File: src/rtl/cla_multicycle_adder_pkg.sv
// Shared definitions for the nibble-serial carry-lookahead adder:
// FSM state encoding and the slice width.
package cla_multicycle_adder_pkg;

    typedef enum logic [1:0] {
        ST_IDLE = 2'd0,
        ST_RUN  = 2'd1,
        ST_DONE = 2'd2
    } state_e;

    localparam int NIBBLE_W = 4;

    // Width of the nibble index register; never narrower than one bit.
    function automatic int idx_width(input int nibbles);
        return (nibbles > 1) ? $clog2(nibbles) : 1;
    endfunction

endpackage

File: src/rtl/cla_multicycle_adder_cla4_slice.sv
// Four-bit combinational carry-lookahead slice: all internal carries are
// formed directly from generate/propagate terms rather than rippling.
import cla_multicycle_adder_pkg::*;

module cla4_slice (
    input  logic [NIBBLE_W-1:0] a,
    input  logic [NIBBLE_W-1:0] b,
    input  logic                cin,
    output logic [NIBBLE_W-1:0] sum,
    output logic                cout
);

    logic [NIBBLE_W-1:0] g;
    logic [NIBBLE_W-1:0] p;
    logic [NIBBLE_W:0]   c;

    always_comb begin
        g = a & b;
        p = a ^ b;
        c[0] = cin;
        c[1] = g[0] | (p[0] & cin);
        c[2] = g[1] | (p[1] & g[0]) | (p[1] & p[0] & cin);
        c[3] = g[2] | (p[2] & g[1]) | (p[2] & p[1] & g[0])
             | (p[2] & p[1] & p[0] & cin);
        c[4] = g[3] | (p[3] & g[2]) | (p[3] & p[2] & g[1])
             | (p[3] & p[2] & p[1] & g[0]) | (p[3] & p[2] & p[1] & p[0] & cin);
        sum  = p ^ c[NIBBLE_W-1:0];
        cout = c[NIBBLE_W];
    end

endmodule

File: src/rtl/cla_multicycle_adder.sv
// Wide adder that streams latched operands through one 4-bit CLA slice a
// nibble per cycle, with the inter-nibble carry held in a register.
import cla_multicycle_adder_pkg::*;

module cla_multicycle_adder #(
    parameter int WIDTH = 16
) (
    input  logic             clk,
    input  logic             rst,
    input  logic             in_valid,
    output logic             in_ready,
    input  logic [WIDTH-1:0] a,
    input  logic [WIDTH-1:0] b,
    input  logic             cin,
    output logic             out_valid,
    input  logic             out_ready,
    output logic [WIDTH-1:0] sum,
    output logic             cout,
    output logic             overflow
);

    localparam int NIBBLES = WIDTH / NIBBLE_W;
    localparam int IDX_W   = idx_width(NIBBLES);
    localparam logic [IDX_W-1:0] LAST_IDX = IDX_W'(NIBBLES - 1);

    state_e           state_q, state_d;
    logic [WIDTH-1:0] a_op_q, a_op_d;
    logic [WIDTH-1:0] b_op_q, b_op_d;
    logic [WIDTH-1:0] sum_q, sum_d;
    logic [IDX_W-1:0] idx_q, idx_d;
    logic             carry_q, carry_d;
    logic             cout_q, cout_d;
    logic             overflow_q, overflow_d;
    logic             in_ready_q, in_ready_d;
    logic             out_valid_q, out_valid_d;

    logic [NIBBLE_W-1:0] a_nib;
    logic [NIBBLE_W-1:0] b_nib;
    logic [NIBBLE_W-1:0] slice_sum;
    logic                slice_cout;
    logic [WIDTH-1:0]    sum_merged;

    // Operand nibble selected by the running index.
    always_comb begin
        a_nib = '0;
        b_nib = '0;
        for (int i = 0; i < NIBBLES; i++) begin
            if (idx_q == IDX_W'(i)) begin
                a_nib = a_op_q[i*NIBBLE_W +: NIBBLE_W];
                b_nib = b_op_q[i*NIBBLE_W +: NIBBLE_W];
            end
        end
    end

    cla4_slice u_slice (
        .a    (a_nib),
        .b    (b_nib),
        .cin  (carry_q),
        .sum  (slice_sum),
        .cout (slice_cout)
    );

    always_comb begin
        sum_merged = sum_q;
        for (int i = 0; i < NIBBLES; i++) begin
            if (idx_q == IDX_W'(i)) begin
                sum_merged[i*NIBBLE_W +: NIBBLE_W] = slice_sum;
            end
        end
    end

    always_comb begin
        state_d    = state_q;
        a_op_d     = a_op_q;
        b_op_d     = b_op_q;
        sum_d      = sum_q;
        idx_d      = idx_q;
        carry_d    = carry_q;
        cout_d     = cout_q;
        overflow_d = overflow_q;
        case (state_q)
            ST_IDLE: begin
                if (in_valid && in_ready_q) begin
                    a_op_d     = a;
                    b_op_d     = b;
                    carry_d    = cin;
                    idx_d      = '0;
                    sum_d      = '0;
                    cout_d     = 1'b0;
                    overflow_d = 1'b0;
                    state_d    = ST_RUN;
                end
            end
            ST_RUN: begin
                sum_d   = sum_merged;
                carry_d = slice_cout;
                if (idx_q == LAST_IDX) begin
                    // The last slice produces the result MSB, so overflow is known now.
                    cout_d     = slice_cout;
                    overflow_d = (a_op_q[WIDTH-1] == b_op_q[WIDTH-1])
                              && (slice_sum[NIBBLE_W-1] != a_op_q[WIDTH-1]);
                    idx_d      = '0;
                    state_d    = ST_DONE;
                end else begin
                    idx_d = idx_q + 1'b1;
                end
            end
            ST_DONE: begin
                if (out_valid_q && out_ready) begin
                    state_d = ST_IDLE;
                end
            end
            default: state_d = ST_IDLE;
        endcase
        in_ready_d  = (state_d == ST_IDLE);
        out_valid_d = (state_d == ST_DONE);
    end

    always_ff @(posedge clk or posedge rst) begin
        if (rst) begin
            state_q     <= ST_IDLE;
            a_op_q      <= '0;
            b_op_q      <= '0;
            sum_q       <= '0;
            idx_q       <= '0;
            carry_q     <= 1'b0;
            cout_q      <= 1'b0;
            overflow_q  <= 1'b0;
            in_ready_q  <= 1'b1;
            out_valid_q <= 1'b0;
        end else begin
            state_q     <= state_d;
            a_op_q      <= a_op_d;
            b_op_q      <= b_op_d;
            sum_q       <= sum_d;
            idx_q       <= idx_d;
            carry_q     <= carry_d;
            cout_q      <= cout_d;
            overflow_q  <= overflow_d;
            in_ready_q  <= in_ready_d;
            out_valid_q <= out_valid_d;
        end
    end

    assign in_ready  = in_ready_q;
    assign out_valid = out_valid_q;
    assign sum       = sum_q;
    assign cout      = cout_q;
    assign overflow  = overflow_q;

endmodule
File: config.mk
export PLATFORM = sky130hd
export DESIGN_NAME = cla_multicycle_adder
export DESIGN_NICKNAME = d
export VERILOG_FILES = /design/src/rtl/cla_multicycle_adder_pkg.sv /design/src/rtl/cla_multicycle_adder_cla4_slice.sv /design/src/rtl/cla_multicycle_adder.sv
export SDC_FILE = /design/constraint.sdc
export NUM_CORES = 1
export LEC_CHECK = 0
export CORE_UTILIZATION = 46
export CTS_CLUSTER_DIAMETER = 80
export DETAILED_ROUTE_END_ITERATION = 7
export PLACE_DENSITY = 0.76
export SLEW_MARGIN = 25
export SYNTH_ARGS = -nofsm -noshare
export SYNTH_HDL_FRONTEND = slang
export SYNTH_SLANG_ARGS = --single-unit
File: constraint.sdc
create_clock -name clk -period 2.9 [get_ports clk]
set_clock_uncertainty 0.1 [all_clocks]
set_input_delay 0.435 -clock clk [delete_from_list [all_inputs] [get_ports clk]]
set_output_delay 0.435 -clock clk [all_outputs]
set_load 0.01 [all_outputs]
==> impl_metrics.json <==
{
  "die_h_um": 78.12,
  "die_w_um": 78.12,
  "setup_viol": 0,
  "cp.arrival_ps": 2840,
  "path_max_fanout": 18,
  "grt_pass1_vias": 1960,
  "cts_tree": "yes",
  "path_class": "reg2reg",
  "h-tree-depth": 3,
  "setup.worst_path.start_class": "register",
  "leakage_nw": 1.489,
  "via_per_inst": 5.336,
  "mappedNetlistArea_um2": 2665,
  "rows": 27,
  "rsz0062_at_grt": "false",
  "hold_ws_ps": 378.7,
  "start_util": 0.4810,
  "min_period_ps": 2719,
  "synth_edf_count": 0,
  "cts_hold_buf": 0,
  "endpoint_kind": "register",
  "grt_first_pass_wirelength_um": 9239,
  "async_flop_share": 1.000,
  "clock_path_buffers": 2,
  "ir_worst_vdd_mv": 0.4956,
  "place_area_um2": 3334,
  "drv_cap": 0,
  "yosys.area.top_type": "dfrtp_1",
  "drv_slew": 0,
  "drt_pass1_iterations": 4,
  "worstHoldPathType": "in2async",
  "antenna_found_initial": 0,
  "grt_max_degree": 32,
  "fin_area_um2": 3552,
  "root_buffer": "clkbuf_8",
  "port_buffers": 56,
  "yosysTopAreaCellShare": 0.5258,
  "fmax_mhz": 367.8,
  "post-route-drc-count": 0,
  "clkLatencyLatePin_ps": 340,
  "num-fill-cells": 460,
  "postSynthAreaPerCell_um2": 11.34,
  "vias": 2001,
  "slew_headroom": 0.6090,
  "setup_ws_ps": 180.9,
  "netlist_instances": 235,
  "p_per_area_nw_per_um2": 1211,
  "pin_count": 57,
  "synth_area_leaders": "dfrtp_1 53%, mux2_2 15%, nand2_1 5.2%, o21ai_0 4.1%, ha_1 3.8%",
  "hold_viol": 0,
  "cts.sinks": 57,
  "status": "complete, no violations",
  "grt-ovfl-total": 0,
  "diodes": 0,
  "core_um2": 5540,
  "synthDistinctLibCells": 35,
  "ys.flop_type": "dfrtp_1",
  "dp_hpwl_um": 4122,
  "drtIter0Drc": 110,
  "gp_congestion": 0.7732,
  "final_layout_size_suffix_gt1_frac": 0.2310,
  "areaGrowthSynthToFinish_pct": 33.29,
  "pre_cts_slack_ps": -177.1,
  "dp.cells": 359,
  "path_clk_slew_ps": 60,
  "ys_seq_area_frac": 0.5357,
  "setup-tns-final_ps": 0,
  "numCtsBuffers": 9,
  "worstMarginPinSlew_ps": 585.6,
  "crit_required_ps": 3020,
  "wl_per_cell_um": 14.83,
  "ant_nets": 0,
  "dieArea_um2": 6102,
  "drt_wl_total_um": 5563,
  "nets": 344,
  "ys_ff_latch": 57,
  "stdcell_count": 375,
  "grt_util_all_layers": 0.2028,
  "synth_warnings": 0,
  "period_share": 0.9376,
  "syn-num-nets": 281
}
-- flip-flops by register name (all words and copies together), names as in the netlist --
register   count
overflow       1
cout           1
carry_q        1
out_valid      1
b_op_q        16
idx_q          2
in_ready       1
sum           16
a_op_q        16
state_q        2
-- logic make-up (layout without fill, tap and decap cells) --
logic type / count (synthesis) / in the layout / share of synthesized area
buffers and inverters: 15 / 83 / 0.03004
muxes: 36 / 36 / 0.1521
DFF: 57 / 57 / 0.5357
xor gates and xnor gates: 1 / 1 / 0.003287
AOI/OAI and AO/OA: 54 / 54 / 0.1207
and+or+nand+nor: 63 / 63 / 0.1131
adders and majority gates: 9 / 9 / 0.04507
-- worst max-delay path: stages (launching register included) --
cell      delay (ps)
dfrtp_1          420
inv_1            180
ha_4             270
nand3b_1         140
a21oi_1           70
a21oi_1          160
o21ai_2           90
ha_1             320
a211oi_2         230
o21ai_1          140
and3_1           190
a221o_1          280
-- where the power goes --
group | internal (W) | leakage (nW) | switching, W | total [W]
sequential | 0.00118 | 0.704 | 0.000245 | 0.00142
clock | 0.000333 | 0.0817 | 0.000297 | 0.000631
combinational | 0.00114 | 0.703 | 0.00110 | 0.00225
total | 0.00266 | 1.49 | 0.00165 | 0.00430
-- cell usage after synthesis, drive strengths merged (3+ instances only) --
cell,count
nor2,7
buf,6
nand3b,9
o21ai,22
a21oi,20
inv,3
nand2,37
mux2,36
clkbuf,6
dfrtp,56
ha,8
-- per-layer routing --
| metal | routed length (um) | GRT usage | vias to the layer above |
|---|---|---|---|
| met1 | 2405 | 0.2471 | 974 |
| met5 | 0 | 0 | - |
| met2 | 2823 | 0.3377 | 54 |
| met3 | 248 | 0.05698 | 7 |
| li1 | - | - | 966 |
| met4 | 85 | 0.08333 | 0 |
-- placed cells by master, fill, tap and decap left out, types with 2 or more instances in the layout --
cell type,n
inv_2,2
clkbuf_1,5
o31ai_1,2
o21ai_1,9
mux2_2,35
nand3b_1,9
ha_1,3
buf_4,7
a21oi_1,18
dfrtp_1,56
nand2_1,37
a21o_1,2
nor2_1,7
ha_4,3
a21oi_2,2
a211oi_2,2
a32o_1,2
ha_2,2
clkdlybuf4s50_1,56
o21ai_0,12
clkbuf_8,10
nand4_1,2
-- final cells by class --
cell class | instances | area [um^2] | share of cell area
flip-flops and latches | 57 | 1428 | 0.4019
multi-input cells | 163 | 1229 | 0.3459
repair buffers | 64 | 633.1 | 0.1782
clock buffers | 15 | 156.4 | 0.04403
well taps | 72 | 90.09 | 0.02536
inverters | 3 | 11.26 | 0.003170
clock inverters | 1 | 5.005 | 0.001409
-- per-stage QoR --
stage | total power, W | utilization
floorplan | 0.002814 | -
global placement | 0.003463 | 0.6019
detailed placement | 0.003552 | 0.6019
CTS | 0.004204 | 0.6332
global route | 0.004642 | 0.6411
finish | 0.004303 | 0.6411
-- timing repair --
item | 4_1_cts | 5_1_grt
setup endpoints to repair | 9 | 9
setup buffers | 0 | 0
resized for setup | 4 | 18
pin swaps | 0 | 2
-- final timing paths --
check	start	endpoint	slack [ps]	depth (start not counted)
worst max-delay path	idx_q[1]	overflow	180	11
worst min-delay path	rst	sum[9]	380	2
worst max register to register	idx_q[1]	overflow	180	11
worst min register to register	sum[4]	sum[4]	380	2
max in group asynchronous	rst	in_ready	1680	3
min in group clk	sum[4]	sum[4]	380	2
(Power assumes the default switching activity.)
